$ cat src/rtl/ex_muldiv.sv
// ex_muldiv: iterative 32-bit multiply/divide unit for the EX stage.
// Holds the architectural HI/LO registers. MULT/MULTU/DIV/DIVU each take
// 33 cycles: 32 CALC iterations followed by one FIX cycle. Operands are
// latched when the operation starts, so the inputs may change while it runs.
//
// Ports:
//   clk, reset        rising-edge clock, async active-high reset
//   start, op         launch (sampled only in IDLE); 00 MULT 01 MULTU 10 DIV 11 DIVU
//   a, b              rs / rt operands
//   flush             cancel the in-flight operation; HI/LO are left unchanged
//   wr_hi, wr_lo      MTHI / MTLO strobes (IDLE only), data on wr_data
//   busy              high in CALC and FIX
//   done              one-cycle pulse after an operation writes HI/LO
//   hi, lo            HI / LO registers
module ex_muldiv (
    input  logic        clk,
    input  logic        reset,
    input  logic        start,
    input  logic [1:0]  op,
    input  logic [31:0] a,
    input  logic [31:0] b,
    input  logic        flush,
    input  logic        wr_hi,
    input  logic        wr_lo,
    input  logic [31:0] wr_data,
    output logic        busy,
    output logic        done,
    output logic [31:0] hi,
    output logic [31:0] lo
);

    typedef enum logic [1:0] {S_IDLE, S_CALC, S_FIX} state_t;

    state_t      state, state_nx;
    logic [4:0]  cnt;
    logic        is_div;
    logic        sign_a, sign_b;
    logic [31:0] mag_b;
    // Multiply: {partial product high, multiplier}, shifted right each step.
    // Divide:   {partial remainder, dividend/quotient}, shifted left each step.
    logic [63:0] acc;

    logic        accept;
    logic        in_signed;
    logic [31:0] in_mag_a, in_mag_b;
    logic [32:0] mul_sum;
    logic [31:0] div_diff;
    logic        div_ge;
    logic [63:0] acc_step;
    logic [63:0] prod_fix;
    logic [31:0] quo_fix, rem_fix;
    logic [31:0] res_hi, res_lo;
    logic        commit;

    assign accept    = (state == S_IDLE) && start && !flush;
    assign in_signed = ~op[0];
    assign in_mag_a  = (in_signed && a[31]) ? -a : a;
    assign in_mag_b  = (in_signed && b[31]) ? -b : b;

    // FSM next-state
    always_comb begin
        state_nx = state;
        case (state)
            S_IDLE: if (accept) state_nx = S_CALC;
            S_CALC: begin
                if (flush)             state_nx = S_IDLE;
                else if (cnt == 5'd31) state_nx = S_FIX;
            end
            S_FIX:  state_nx = S_IDLE;
            default: state_nx = S_IDLE;
        endcase
    end

    always_ff @(posedge clk or posedge reset) begin
        if (reset) begin
            state <= S_IDLE;
            busy  <= 1'b0;
            done  <= 1'b0;
        end else begin
            state <= state_nx;
            busy  <= (state_nx != S_IDLE);
            done  <= commit;
        end
    end

    // One iteration of shift-add / restoring division.
    // The shifted remainder acc[63:31] is compared against the divisor; the
    // remainder always stays below the divisor, so 32 bits hold the result.
    always_comb begin
        mul_sum  = {1'b0, acc[63:32]} + (acc[0] ? {1'b0, mag_b} : 33'd0);
        div_ge   = (acc[63:31] >= {1'b0, mag_b});
        div_diff = acc[62:31] - mag_b;
        if (is_div)
            acc_step = div_ge ? {div_diff, acc[30:0], 1'b1} : {acc[62:0], 1'b0};
        else
            acc_step = {mul_sum, acc[31:1]};
    end

    // Sign correction. Divide by zero yields an all-ones quotient for both
    // DIV and DIVU; the remainder path naturally returns a.
    always_comb begin
        prod_fix = (sign_a ^ sign_b) ? -acc : acc;
        if (mag_b == 32'd0)
            quo_fix = 32'hFFFF_FFFF;
        else
            quo_fix = (sign_a ^ sign_b) ? -acc[31:0] : acc[31:0];
        rem_fix = sign_a ? -acc[63:32] : acc[63:32];
        res_hi  = is_div ? rem_fix : prod_fix[63:32];
        res_lo  = is_div ? quo_fix : prod_fix[31:0];
    end

    // Flush in FIX beats the write-back.
    assign commit = (state == S_FIX) && !flush;

    always_ff @(posedge clk or posedge reset) begin
        if (reset) begin
            cnt    <= 5'd0;
            is_div <= 1'b0;
            sign_a <= 1'b0;
            sign_b <= 1'b0;
            mag_b  <= 32'd0;
            acc    <= 64'd0;
        end else if (accept) begin
            cnt    <= 5'd0;
            is_div <= op[1];
            sign_a <= in_signed & a[31];
            sign_b <= in_signed & b[31];
            mag_b  <= in_mag_b;
            acc    <= {32'd0, in_mag_a};
        end else if (state == S_CALC) begin
            cnt <= cnt + 5'd1;
            acc <= acc_step;
        end
    end

    // HI/LO: an operation result wins over an MTHI/MTLO issued in the
    // launching cycle because it lands 33 edges later.
    always_ff @(posedge clk or posedge reset) begin
        if (reset) begin
            hi <= 32'd0;
            lo <= 32'd0;
        end else if (commit) begin
            hi <= res_hi;
            lo <= res_lo;
        end else if (state == S_IDLE) begin
            if (wr_hi) hi <= wr_data;
            if (wr_lo) lo <= wr_data;
        end
    end

endmodule

$ cat config.mk
export PLATFORM = sky130hd
export DESIGN_NAME = ex_muldiv
export DESIGN_NICKNAME = d
export VERILOG_FILES = /design/src/rtl/ex_muldiv.sv
export SDC_FILE = /design/constraint.sdc
export NUM_CORES = 1
export LEC_CHECK = 0
export CORE_ASPECT_RATIO = 1.1
export CORE_MARGIN = 4
export CORE_UTILIZATION = 62
export DETAILED_ROUTE_END_ITERATION = 7
export PLACE_DENSITY = 0.87
export SLEW_MARGIN = 5
export SYNTH_ARGS = -nofsm -noshare
export SYNTH_HDL_FRONTEND = slang
export SYNTH_SLANG_ARGS = --single-unit
$ cat constraint.sdc
create_clock -name clk -period 11.1 [get_ports clk]
set_clock_uncertainty 0.2 [all_clocks]
set_input_delay 1.11 -clock clk [delete_from_list [all_inputs] [get_ports clk]]
set_output_delay 1.11 -clock clk [all_outputs]
set_load 0.05 [all_outputs]
==> results summary <==
Summed over all instances, the cell type with the most area after synthesis is dfrtp_1. Summing all placed instances gives a cell area of between 0.015 and 0.02 mm2. The total power divided by cell area came out at between 200 and 250 mW/mm2.

The number of antenna violations at the first check in global routing was 0. By area the synthesized netlist is led by dfrtp_1 (30%), mux2i_1 (7.0%), xnor2_1 (6.4%). The final net count is around 2,000. The post-synth net total came out at roughly 1,900. The total negative setup slack is 0 ps.

The number of max-cap violations is 0. The number of standard-cell rows in the floorplan came out at 57. Of the total synthesized cell area, the portion taken by full adders, half adders and majority gates is 0.0644. The post-cts sizing count came out at 0. The setup path with the least slack is of type input port to flip-flop. The count of nets left with antenna violations once routing finished came out at 0. After legalization and detailed placement, the total HPWL measured roughly 33,000 um. The clock drives approximately 170 sinks. The share of the synthesized area in the top cell type came out at 0.303. The fraction of the mapped netlist area in simple logic gates is 0.168.

The gate count after technology mapping is 1,741. In this run the mean area of a mapped cell was 8.17 um2. The netlist area before placement is between 0.01 and 0.015 mm2.

The met1 layer usage reported by global route came out at 0.397. The area of the die came out at 0.0254 mm2. The routed wire length came out at 43,000 um.

The signal arrival time at the worst endpoint is between 4000 and 5000 ps. The maximum achievable frequency came out at roughly 230 MHz. For this design the static power due to leakage is between 7 and 8 nW.

Clock tree synthesis selected as its root buffer the cell clkbuf_16. The slew of the pin with the lowest slew margin came out at roughly 1200 ps. The met2 track demand over resource is 0.577. 0 antenna diodes ended up in the layout. The run finished with clean final reports. The total count of max-transition violations in the final report came to 0. The vias after detailed routing came out at 13,597. The detailed-route wire length per cell is around 20 um. Leaving out filler cells and counting taps, the final layout contains 2,151. The layer flagged by global routing as most heavily used is met2. For this configuration, the core starts out at a cell density of 0.637. The largest net degree at the start of global routing came out at around 140.

The combinational family with the most area after synthesis is compound AO/OA/AOI/OAI gates. The final weighted congestion of routability-driven global placement is 0.967. The nature of the critical path startpoint is an input port. The total grt overflow came out at 0. The top fanout value on the critical path is 80. The number of buffers added on ports is between 150 and 200.

The area of all placed cells without fillers came out at about 0.017 mm2. For met3 alone, demand over resource in global routing was 0.0579. The later pin in the worst-skew pair is clocked with a latency of about 440 ps. The signal on the critical path passes through clkdlybuf4s50_1 > or3b_2 > inv_2 > and2_1 > a22oi_1. The total clock buffers created by CTS came out at 17. The TritonCTS clock tree is done. The fraction of the cycle the final worst path needs came out at 0.396.

The worst-case headroom to the max-slew limit is 0.165. The count of different cell masters after synthesis is 73. Setup repair after global routing left no endpoint under its margin. The kind of capture point of the worst setup path is a flip-flop.

The mux cell area share after synthesis is 0.0760. The area added between synthesis and finish came out at 16.6%. The die extent in y is 167 um. The async set or reset register ratio after synthesis came out at 1.00. The largest incremental delay on the critical path is 900 ps. In the layout the commonest cells are nand2_1 (180), dfrtp_1 (171), clkdlybuf4s50_1 (169). The overall global routing resource usage is 0.325. The slowest stage cell on the critical path is inv_2. At the end of the flow the core is filled with cells to 0.743. The first global-routing pass estimated 67,900 um of wire. The library cell used most frequently in the layout, excluding fill and tap cells, is nand2_1. The data required time of the critical path is between 10,000 and 15,000 ps. The number of synthesized register bits is 172. The path class of the tightest hold or removal check is flip-flop to flip-flop.

CTS built an H-tree with a depth of 4. The share of layout cells above drive strength 1 is 0.0420. The share of the synthesized area in compound gates (AO/OA/AOI/OAI) is 0.233. In this design, the largest share of critical-path delay is due to simple AND/OR/NAND/NOR gates.

The number of endpoints with negative hold slack in the final report is 0. The number of global-route vias before repair was between 10,000 and 15,000. The remaining design rule violation count came out at 0.

The maximum clock insertion buffer count came out at 2. Setup violations remaining at the end of the flow were counted as 0. For this run, the detailed router's first-pass iteration total came to 6. The register area share after synthesis came out at 0.303.

The number of hold buffers added after CTS was 0. The xor and xnor fraction of the mapped netlist area is 0.111. The post-CTS clock slew at the launch and capture registers of the worst setup and hold paths came out at roughly 70 ps.

The post-CTS repair timing setup buffer count is 0. The chip width is about 150 um. Among all flip-flop cells after synthesis, the most frequent one is dfrtp_1.

The routed via count divided by cell count is about 6.3. The sum of buffers and inverters on the critical path came out at 2. The instance count after placement with tap cells included is approximately 2,100. The count of pins on the block boundary is 170. The area of the core region came out at approximately 0.022 mm2. The time the final worst path needs with I/O delays and setup is between 4000 and 5000 ps. The number of synthesized flops with an enable pin came out at 0.

The number of warnings printed during yosys synthesis came out at 0. The count of routing violations after the opening detailed-route iteration is approximately 1,300. The worst hold margin is approximately 280 ps. The peak supply drop came out at approximately 0.18 mV.
==> sequential cells by signal, summed over array words and instances, names as in the netlist, 2 cells and up <==
| register | flops |
|---|---|
| acc | 64 |
| cnt | 5 |
| hi | 32 |
| lo | 32 |
| mag_b | 32 |
| state | 2 |
==> worst paths after layout <==
check	from	end	slack, ps	depth (start not counted)
hold reg to reg	mag_b[19]$_DFFE_PP0P_	mag_b[19]$_DFFE_PP0P_	280	2
setup / recovery	flush	lo[16]$_DFFE_PP0P_	6700	5
setup reg to reg	acc[0]$_DFFE_PP0P_	acc[63]$_DFFE_PP0P_	6900	14
max in group asynchronous	reset	acc[25]$_DFFE_PP0P_	8250	3
min in group asynchronous	reset	hi[14]$_DFFE_PP0P_	1040	2
hold / removal	mag_b[19]$_DFFE_PP0P_	mag_b[19]$_DFFE_PP0P_	280	2
==> cell families (layout without fill, tap and decap cells) <==
kind of cell | count (synthesis) | in the layout
xor gates and xnor gates | 180 | 180
muxes | 107 | 107
DFF | 172 | 172
AOI/OAI and AO/OA | 534 | 534
adders and majority gates | 72 | 72
and+or+nand+nor | 506 | 506
buffers and inverters | 170 | 285
==> power by group <==
part / internal (W) / switching [W]
registers: 0.000770 / 0.000270
logic: 0.000907 / 0.00130
clock network: 0.000299 / 0.000291
total: 0.00198 / 0.00186
==> worst min-delay path: stages (launching register included) <==
cell     delay [ps]
dfrtp_1         350
nand2_1          50
o21ai_0          60
==> layer usage <==
layer / part of all wire / up-vias
li1: - / 6458
met1: 0.40 / 6437
met2: 0.49 / 596
met3: 0.072 / 106
met4: 0.037 / 0
met5: 0 / -
==> Yosys cell counts, drive strengths merged, types with 3 or more instances <==
cell type / instances
and3: 8
o31ai: 12
nor2: 139
a221o: 4
nand2: 182
xor2: 76
mux2i: 99
a22oi: 34
o21ai: 187
nand4: 14
buf: 9
and2: 9
nor4: 23
o41ai: 12
a31o: 3
nor3: 37
or3: 7
mux2: 8
a32o: 3
a21o: 33
o21bai: 16
o211a: 3
o31a: 4
ha: 70
nand3: 22
clkbuf: 87
nor4b: 4
nand2b: 16
a211oi: 12
nand3b: 3
o211ai: 41
a31oi: 21
nor2b: 23
dfrtp: 172
o21a: 5
nor3b: 4
a21oi: 124
o2111ai: 3
xnor2: 104
a211o: 4
or4: 9
inv: 73
==> stage by stage <==
step | setup slack, ps | power, W
final | 6700 | 0.00384
after CTS | 6750 | 0.00380
after detailed placement | 6300 | 0.00320
after global routing | 6500 | 0.00408
after floorplan | 5130 | 0.00261
after global placement | 6490 | 0.00315
==> final cells by class <==
| cell class | count | area [um2] |
|---|---|---|
| clock buffers | 17 | 425 |
| inverters | 74 | 283 |
| repair buffers | 179 | 1770 |
| multi-input cells | 1399 | 9290 |
| flip-flops and latches | 172 | 4310 |
| well taps | 295 | 369 |
| clock inverters | 15 | 150 |
| fillers | 1644 | 5730 |
Power figures use the tool's default switching activity.
